==> src/rtl/hazard_pkg.sv <==
// hazard_pkg
//   Shared definitions for the pipeline hazard/forwarding controller:
//   forwarding-mux select encodings, the default register-address width
//   and the width of the mult/div busy counter.
package hazard_pkg;

  // Default register-address width (32 architectural registers).
  localparam int RA_W_DEF = 5;

  // Width of the mult/div busy counter; bounds MD_LATENCY to 1..15.
  localparam int MD_CNT_W = 4;

  // Select values for the E-stage operand forwarding muxes.
  typedef enum logic [1:0] {
    FWD_NONE = 2'b00,  // register file value
    FWD_WB   = 2'b01,  // result from W stage
    FWD_MEM  = 2'b10   // ALU result from M stage
  } fwd_sel_e;

endpackage

==> src/rtl/md_busy_tracker.sv <==
// md_busy_tracker
//   Tracks how long the multi-cycle mult/div unit remains busy after an
//   operation issues from E.
//
//   Ports:
//     clk         in   clock
//     rst_n       in   asynchronous active-low reset
//     md_start_i  in   mult/div issuing from E this cycle
//     stall_i     in   E stage held (issue is not taken while held)
//     md_busy_o   out  mult/div result not yet available
module md_busy_tracker
  import hazard_pkg::*;
#(
  parameter int MD_LATENCY = 4
) (
  input  logic clk,
  input  logic rst_n,
  input  logic md_start_i,
  input  logic stall_i,
  output logic md_busy_o
);

  localparam logic [MD_CNT_W-1:0] LOAD_VAL = MD_CNT_W'(MD_LATENCY);

  logic [MD_CNT_W-1:0] cnt_q;
  logic [MD_CNT_W-1:0] cnt_d;

  // A new issue reloads the counter even when the previous operation is
  // in its last busy cycle. The countdown itself ignores stalls: the
  // functional unit keeps working while memory holds the pipeline.
  always_comb begin
    cnt_d = cnt_q;
    if (md_start_i && !stall_i) begin
      cnt_d = LOAD_VAL;
    end else if (cnt_q != '0) begin
      cnt_d = cnt_q - 1'b1;
    end
  end

  always_ff @(posedge clk or negedge rst_n) begin
    if (!rst_n) begin
      cnt_q <= '0;
    end else begin
      cnt_q <= cnt_d;
    end
  end

  assign md_busy_o = (cnt_q != '0);

endmodule

==> src/rtl/hazard_ctrl.sv <==
// hazard_ctrl
//   Hazard and forwarding controller for the 5-stage F/D/E/M/W pipeline.
//   Produces forwarding-mux selects, pipeline-register stall/flush
//   controls, the mult/div busy flag and a saturating stall-cycle counter.
//
//   Ports:
//     clk, rst_n                         clock, async active-low reset
//     rsD, rtD, rsE, rtE                 source registers in D and E
//     WriteRegE/M/W, RegWriteE/M/W       destination register and valid
//     MemToRegE, MemToRegM               load in E / M
//     BranchD, JumpRegD, MdD             branch / jr / mult-div op in D
//     MdStartE                           mult/div issuing from E
//     DMemReqM, DMemReadyM               data-memory request / completion
//     ForwardaD, ForwardbD               M->D forward for comparator/jr
//     ForwardaE, ForwardbE               E operand forwarding selects
//     StallF, StallD, StallE, StallM     hold pipeline registers
//     FlushE, FlushW                     insert bubble into E / W
//     MdBusy                             mult/div in progress
//     StallCnt                           saturating count of StallD cycles
module hazard_ctrl
  import hazard_pkg::*;
#(
  parameter int RA_W       = RA_W_DEF,
  parameter int MD_LATENCY = 4,
  parameter int CNT_W      = 16
) (
  input  logic             clk,
  input  logic             rst_n,
  input  logic [RA_W-1:0]  rsD,
  input  logic [RA_W-1:0]  rtD,
  input  logic [RA_W-1:0]  rsE,
  input  logic [RA_W-1:0]  rtE,
  input  logic [RA_W-1:0]  WriteRegE,
  input  logic [RA_W-1:0]  WriteRegM,
  input  logic [RA_W-1:0]  WriteRegW,
  input  logic             RegWriteE,
  input  logic             RegWriteM,
  input  logic             RegWriteW,
  input  logic             MemToRegE,
  input  logic             MemToRegM,
  input  logic             BranchD,
  input  logic             JumpRegD,
  input  logic             MdD,
  input  logic             MdStartE,
  input  logic             DMemReqM,
  input  logic             DMemReadyM,
  output logic             ForwardaD,
  output logic             ForwardbD,
  output logic [1:0]       ForwardaE,
  output logic [1:0]       ForwardbE,
  output logic             StallF,
  output logic             StallD,
  output logic             StallE,
  output logic             StallM,
  output logic             FlushE,
  output logic             FlushW,
  output logic             MdBusy,
  output logic [CNT_W-1:0] StallCnt
);

  // True when a is a real register (not $0) and equals b. $0 is hardwired
  // to zero, so a match on it is never a dependency.
  function automatic logic nz_eq(input logic [RA_W-1:0] a,
                                 input logic [RA_W-1:0] b);
    return (a != '0) && (a == b);
  endfunction

  // Selects the newest in-flight value for an E-stage source register;
  // M holds the younger result so it wins over W.
  function automatic fwd_sel_e fwd_sel(input logic [RA_W-1:0] src);
    if (RegWriteM && nz_eq(src, WriteRegM)) begin
      return FWD_MEM;
    end else if (RegWriteW && nz_eq(src, WriteRegW)) begin
      return FWD_WB;
    end
    return FWD_NONE;
  endfunction

  logic lwstall;
  logic brstall;
  logic jrstall;
  logic mdstall;
  logic memstall;
  logic any_d_stall;
  logic md_busy;

  logic [CNT_W-1:0] stall_cnt_q;
  logic [CNT_W-1:0] stall_cnt_d;

  // ---------------------------------------------------------------- forwarding
  assign ForwardaD = RegWriteM && nz_eq(rsD, WriteRegM);
  assign ForwardbD = RegWriteM && nz_eq(rtD, WriteRegM);

  always_comb begin
    ForwardaE = fwd_sel(rsE);
    ForwardbE = fwd_sel(rtE);
  end

  // ---------------------------------------------------------------- stalls
  // Load result is not available to D until it leaves M.
  assign lwstall = MemToRegE && (nz_eq(rtE, rsD) || nz_eq(rtE, rtD));

  // Branch comparison happens in D, so an ALU result still in E, or a load
  // still in M, cannot be forwarded in time.
  assign brstall = BranchD &&
                   ((RegWriteE && (nz_eq(WriteRegE, rsD) || nz_eq(WriteRegE, rtD))) ||
                    (MemToRegM && (nz_eq(WriteRegM, rsD) || nz_eq(WriteRegM, rtD))));

  // jr/jalr reads only rs, with the same timing as a branch.
  assign jrstall = JumpRegD &&
                   ((RegWriteE && nz_eq(WriteRegE, rsD)) ||
                    (MemToRegM && nz_eq(WriteRegM, rsD)));

  // An op issuing from E this cycle counts as busy even before the
  // tracker has loaded.
  assign mdstall  = MdD && (md_busy || MdStartE);

  assign memstall = DMemReqM && !DMemReadyM;

  assign any_d_stall = lwstall || brstall || jrstall || mdstall;

  assign StallF = any_d_stall || memstall;
  assign StallD = any_d_stall || memstall;
  assign StallE = memstall;
  assign StallM = memstall;

  // While memory holds E, E must keep its instruction rather than take a
  // bubble; the D-stage hazard is resolved once memory completes.
  assign FlushE = any_d_stall && !memstall;
  assign FlushW = memstall;

  // ---------------------------------------------------------------- mult/div
  md_busy_tracker #(
    .MD_LATENCY (MD_LATENCY)
  ) u_md_busy (
    .clk        (clk),
    .rst_n      (rst_n),
    .md_start_i (MdStartE),
    .stall_i    (StallE),
    .md_busy_o  (md_busy)
  );

  assign MdBusy = md_busy;

  // ---------------------------------------------------------------- stall counter
  always_comb begin
    stall_cnt_d = stall_cnt_q;
    if (StallD && (stall_cnt_q != '1)) begin
      stall_cnt_d = stall_cnt_q + 1'b1;
    end
  end

  always_ff @(posedge clk or negedge rst_n) begin
    if (!rst_n) begin
      stall_cnt_q <= '0;
    end else begin
      stall_cnt_q <= stall_cnt_d;
    end
  end

  assign StallCnt = stall_cnt_q;

endmodule

==> config.mk <==
export PLATFORM = sky130hd
export DESIGN_NAME = hazard_ctrl
export DESIGN_NICKNAME = d
export VERILOG_FILES = /design/src/rtl/hazard_pkg.sv /design/src/rtl/md_busy_tracker.sv /design/src/rtl/hazard_ctrl.sv
export SDC_FILE = /design/constraint.sdc
export NUM_CORES = 1
export LEC_CHECK = 0
export ABC_AREA = 1
export ABC_CLOCK_PERIOD_IN_PS = 3000
export CAP_MARGIN = 20
export CORE_MARGIN = 2
export CORE_UTILIZATION = 50
export CTS_CLUSTER_DIAMETER = 60
export DETAILED_ROUTE_END_ITERATION = 12
export GPL_TIMING_DRIVEN = 0
export PLACE_DENSITY_LB_ADDON = 0.3
export SLEW_MARGIN = 20
export SYNTH_ARGS = -nofsm -noshare
export SYNTH_HDL_FRONTEND = slang
export SYNTH_SLANG_ARGS = --single-unit
==> constraint.sdc <==
create_clock -name clk -period 3 [get_ports clk]
set_clock_uncertainty 0.15 [all_clocks]
set_input_delay 0.3 -clock clk [delete_from_list [all_inputs] [get_ports clk]]
set_output_delay 0.3 -clock clk [all_outputs]
set_load 0.005 [all_outputs]
[After elaboration in Yosys (flattened, before gate mapping)]
Index checks and enable logic that the tools add are counted.
Operators by class
  $add $sub $neg: 2
  multiply operators: 0
  div/mod/pow operators: 0
  magnitude comparators: 0
  equality and inequality tests: 13
  shift operators: 0
  muxes and demuxes: 12
  bitwise logic cells: 0
  reductions and logical operators: 50
Operator list (number)
  5-bit == test: 12
  1-bit logical AND: 30
  5-bit nonzero test: 6
  16-bit by 1-bit adder with 16-bit output, second input constant: 1
  16-bit != test, second input constant: 1
  2-bit two-way mux: 6
  1-bit logical OR: 10
  4-bit two-way mux: 2
  1-bit two-way mux: 4
  4-bit nonzero test: 1
  4-bit by 1-bit subtractor with 4-bit output, second input constant: 1
  1-bit logical NOT: 2
  2-bit nonzero test: 1
Storage, ports and cells
  register bits after elaboration: 20
  latch bits: 0
  memory bits (writable): 0
  ROM bits: 0
  output and inout bits: 29
  word-level logic and storage cells: 79
  memories: 0

[Logic depth before layout (Yosys ltp)]
  depth after elaboration: 11
  gate-level depth with buffers: 14

[Hierarchy]
A second synthesis with hierarchy kept.
Second synthesis, totals
  cells, all modules: 341
  area total of the unflattened synthesis: 2174.6 µm²
Modules (own cells, without submodules)
  hazard_ctrl: times used 1, cells an instance 311, area an instance 1941.9 µm², sequential area each 400.4 µm²
  md_busy_tracker: times used 1, cells an instance 30, area an instance 232.7 µm², sequential area each 100.1 µm²

[Worst setup path after synthesis]
No wires, ideal clock.
  kind: register -> output
  start point: reg u_md_busy.cnt_q[0]
  end point: out StallF
  arrival time: 1589 ps
  required time: 2550 ps
  slack: 961 ps
  stages on the path, launching flop included: 10
  path buffers: 2
  cell sequence: dfrtp_1 > inv_1 > ha_1 > nand3_1 > o21ai_0 > inv_1 > a21oi_2 > nand4_4 > buf_4 > buf_4
Between the ends
  cells in the longest elaborated chain, start to end: 5
RTL lines
  start: declaration: RTL line md_busy_tracker.sv:25  | logic [MD_CNT_W-1:0] cnt_q;
  start signal: assignment: RTL line md_busy_tracker.sv:44  | cnt_q <= cnt_d;
  4-bit nonzero test: RTL line md_busy_tracker.sv:48  | assign md_busy_o = (cnt_q != '0);
  named net MdBusy: RTL line hazard_ctrl.sv:57  | output logic MdBusy,
  1-bit logical OR: RTL line hazard_ctrl.sv:116  | assign mdstall = MdD && (md_busy || MdStartE);
  1-bit logical AND: RTL line hazard_ctrl.sv:116
  1-bit logical OR: RTL line hazard_ctrl.sv:120  | assign any_d_stall = lwstall || brstall || jrstall || mdstall;
  1-bit logical OR
  end: declaration: RTL line hazard_ctrl.sv:51  | output logic StallF,
The timed path passes the listed nets, and every way through them passes these cells.

[Worst setup path after layout]
  start point: in WriteRegM[1]
  end point: out StallF
Between the ends
  cells in the longest elaborated chain, start to end: 10
  elaborated cells between the ends (all ways): 16
RTL lines
  start: declaration: RTL line hazard_ctrl.sv:34  | input logic [RA_W-1:0] WriteRegM,
  5-bit == test or 5-bit nonzero test (tied branches): RTL line hazard_ctrl.sv:65  | return (a != '0) && (a == b);
  1-bit logical AND: RTL line hazard_ctrl.sv:65
  1-bit logical OR: RTL line hazard_ctrl.sv:107  | (MemToRegM && (nz_eq(WriteRegM, rsD) || nz_eq(WriteRegM, rtD))));
  1-bit logical AND: RTL line hazard_ctrl.sv:107
  1-bit logical OR: RTL line hazard_ctrl.sv:106  | ((RegWriteE && (nz_eq(WriteRegE, rsD) || nz_eq(WriteRegE, rtD))) ||
  1-bit logical AND: RTL line hazard_ctrl.sv:105  | assign brstall = BranchD &&
  1-bit logical OR: RTL line hazard_ctrl.sv:120
  1-bit logical OR (*) (2 in a row): RTL line hazard_ctrl.sv:120
  1-bit logical OR (*): RTL line hazard_ctrl.sv:122  | assign StallF = any_d_stall || memstall;
Mark *: on every way between the ends. The rest lies on a longest branch, timed or not.

==> results.md <==
- CP top delay family: buffers and inverters
- R2R Path Start: StallCnt[0]$_DFFE_PN0P_
- DRT Wirelength: 5860 microns
- Post-place instance area: 2970 sq um
- Total power: 1.17 mW
- Share of layout cells above drive strength 1: 8.53%
- DR vias: 2,463
- I/O pin total: 77
- Met2 Usage GRT: 42.2%
- Nets: 474
- Antenna Violating Nets Remaining: 0
- Clock sinks: 20
- Worst path required time: 2.55 ns
- H-tree levels: 1
- Met3 Usage GRT: 3.32%
- Crit. End Element: output port
- DIE HEIGHT: 70.0 microns
- Crit path launch: WriteRegM[1]
- Most frequent cells in the layout: 118 x nand2_1, 71 x clkdlybuf4s50_1, 44 x inv_1, 33 x nand3_1, 26 x nor2_1
- R2R setup slack: 0.91 ns
- CTS buffer count: 3
- Pre-CTS setup slack: -0.0171 ns
- Post-synthesis cell type count: 33
- Cell Int Power: 0.742 mW
- Yosys reg bits: 20
- YS warnings: 0
- Critical-path cell with the highest stage delay: clkdlybuf4s50_1
- Synth Cell Area: 2180 sq um
- Max_slew headroom: 42.4%
- First-pass DRT Iterations: 4
- # DRC: 0
- HPWL after DPL: 4720 microns
- Skew-Pair Late Insertion Delay: 0.25 ns
- # diodes: 0
- CP cell instances: clkdlybuf4s50_1 > inv_2 > nand2_1 > nand2_1 > nand2_1 > nor2_1 > nand3_1 > nand2_1 > nand2_1 > nand4_4 > buf_4 > buf_4 > clkdlybuf4s50_1
- Initial antenna violation count: 0
- Setup crit start kind: input pin
- Sw frac: 36.4%
- Fin worst setup slack: 0.142 ns
- Initial Util: 51.1%
- Clock group share of total power: 17.1%
- Crit path top cell by count: nand2_1
- Power Dens Cells: 385 nW/um^2
- Total Die Area: 4910 sq um
- Vias in the first global route: 2,299
- Worst stage delay on the critical path: 0.50 ns
- Hold buffers post-CTS: 0
- Mean Syn Cell Area: 6.32 sq um
- Fin crit period: 2.86 ns
- Sw Pwr: 0.424 mW
- Overall global routing resource usage: 24.4%
- Crit Path Class: in2out
- Clock Path Buffers: 2
- Final setup fails: 0
- Row count: 24
- Fmax: 350 MHz
- Fill count: 380
- CTS tree: built
- Smallest hold slack: 0.377 ns
- Sequential share of power: 35.6%
- Maxcap violations: 0
- GR peak layer: met2
- Die Wd: 70.0 microns
- Combinational power share: 47.2%
- Final Cycle Share: 95.3%
- Status: completed
- RSZ-0062 raised after global routing: false
- Vias per cell: 5.20
- Largest net degree at the start of global routing: 21
- Global route total overflow: 0
- Leak pwr: 1.48 nW
- Reg2reg end: StallCnt[13]$_DFFE_PN0P_
- Synth top area cells: dfrtp_1 23%, nand2_1 20%, inv_1 7.6%
- Worst Path Max Fanout: 11
- Slew Viols, Final: 0
- Cell accounting for the most synthesized area: dfrtp_1
- Post-Syn Instances: 345
- Final instance area: 3030 sq um
- VDD IR-drop max: 0.000456 V
- Core area: 4260 sq um
- Arr. time, crit path: 2.41 ns
- Post-synthesis sequential area ratio: 22.9%
- Most common cell after layout, fill and taps aside: nand2_1
- Routability cong.: 0.895
- Detailed Route Iter0 Violations: 201
- Synthesized net count: 396
- Reg clk slew, reported paths: 0.07 ns
- Final Hold Fails: 0
- Worst Path Buf+Inv: 5
- Yosys top cell area share: 22.9%
- Input/output buffers: 72
- CP endpoint: StallF
- Hold WC Path Type: in2async
- Crit path depth: 13
- Met1 usage: 31.7%
- Avg WL per Cell: 12.4 microns
- R2R depth: 9
- Slew @ Worst Pin: 0.862 ns
- Root Buffer: clkbuf_8
- First-pass GRT wire length: 10,000 microns
- Area growth syn-to-layout: 38.8%
[logic make-up after synthesis]
group	after synthesis	share of synthesized area [%]
xor+xnor	30	12.0
simple gates	207	43.9
fa+ha+maj	3	1.72
flops	20	22.9
compound gates	25	7.11
buf+inv	60	12.2
[through the flow]
stage	instances	TNS, ns	utilization (%)
floorplan	345	0	-
global placement	469	-0.0161	69.6
detailed placement	469	-0.0171	69.6
CTS	473	0	70.8
global route	474	0	71.0
finish	474	0	71.0
[state kept, by name, summed over array words and instances (netlist names)]
signal           count
StallCnt            16
u_md_busy.cnt_q      4
[repair_timing]
| action | in CTS | in global routing |
|---|---|---|
| buffers inserted | 0 | 1 |
| pin swaps | 0 | 1 |
| gates resized for setup | 1 | 0 |
| endpoints found under the setup margin | 1 | 2 |
[power groups by stage]
stage / Sequential (mW) / Clock [mW] / Combinational, mW
2_1_floorplan: 0.406 / 0 / 0.303
3_3_place_gp: 0.416 / 0 / 0.529
3_5_place_dp: 0.417 / 0 / 0.543
4_1_cts: 0.415 / 0.207 / 0.548
5_1_grt: 0.430 / 0.218 / 0.615
6_report: 0.415 / 0.200 / 0.551
[final cells by class]
cell class / count / area (sq um) / share of cell area [%]
Timing Repair Buffer: 73 / 727 / 24.0
Inverter: 50 / 188 / 6.20
Multi-Input combinational cell: 265 / 1410 / 46.7
Tap cell: 52 / 65.1 / 2.15
Clock buffer: 4 / 55.1 / 1.82
Sequential cell: 20 / 500 / 16.5
Buffer: 10 / 78.8 / 2.60
[cells in the mapped netlist]
| cell | number |
|---|---|
| inv_1 | 44 |
| o211ai_1 | 1 |
| buf_6 | 1 |
| ha_1 | 3 |
| xnor2_1 | 13 |
| nand2_4 | 1 |
| xor2_1 | 17 |
| nor2_4 | 2 |
| buf_2 | 3 |
| nand4_1 | 6 |
| buf_8 | 1 |
| nor3_2 | 2 |
| buf_4 | 5 |
| nor2_1 | 26 |
| nand3_1 | 33 |
| nor4_1 | 3 |
| nand3_2 | 3 |
| a21oi_2 | 1 |
| o2111ai_1 | 3 |
| nand2_2 | 2 |
| o221ai_1 | 1 |
| inv_2 | 6 |
| a21oi_1 | 6 |
| o21a_1 | 1 |
| a211oi_1 | 2 |
| nor3_4 | 1 |
| dfrtp_1 | 20 |
| o22ai_1 | 1 |
| nand2_1 | 118 |
| or2_2 | 1 |
| nor3_1 | 7 |
| o21ai_0 | 9 |
| nand4_4 | 2 |
[worst min-delay path by stage]
stage / from / endpoint / slack (ns) / cells past startpoint
3_5_place_dp: u_md_busy.cnt_q[3]$_DFFE_PN0P_ / u_md_busy.cnt_q[3]$_DFFE_PN0P_ / 0.36 / 1
4_1_cts: u_md_busy.cnt_q[3]$_DFFE_PN0P_ / u_md_busy.cnt_q[3]$_DFFE_PN0P_ / 0.38 / 1
2_1_floorplan: rst_n / StallCnt[0]$_DFFE_PN0P_ / -0.15 / 0
6_report: rst_n / StallCnt[10]$_DFFE_PN0P_ / 0.38 / 1
5_1_grt: u_md_busy.cnt_q[3]$_DFFE_PN0P_ / u_md_busy.cnt_q[3]$_DFFE_PN0P_ / 0.41 / 1
3_3_place_gp: u_md_busy.cnt_q[3]$_DFFE_PN0P_ / u_md_busy.cnt_q[3]$_DFFE_PN0P_ / 0.35 / 1
[metal layers]
layer	routed length (microns)	up-vias	part of all wire (%)
met3	456	10	7.8
li1	-	1246	-
met5	0	-	0
met1	2580	1111	44
met4	60	0	1.0
met2	2770	96	47
No activity file was read; power rests on OpenSTA's default activity.
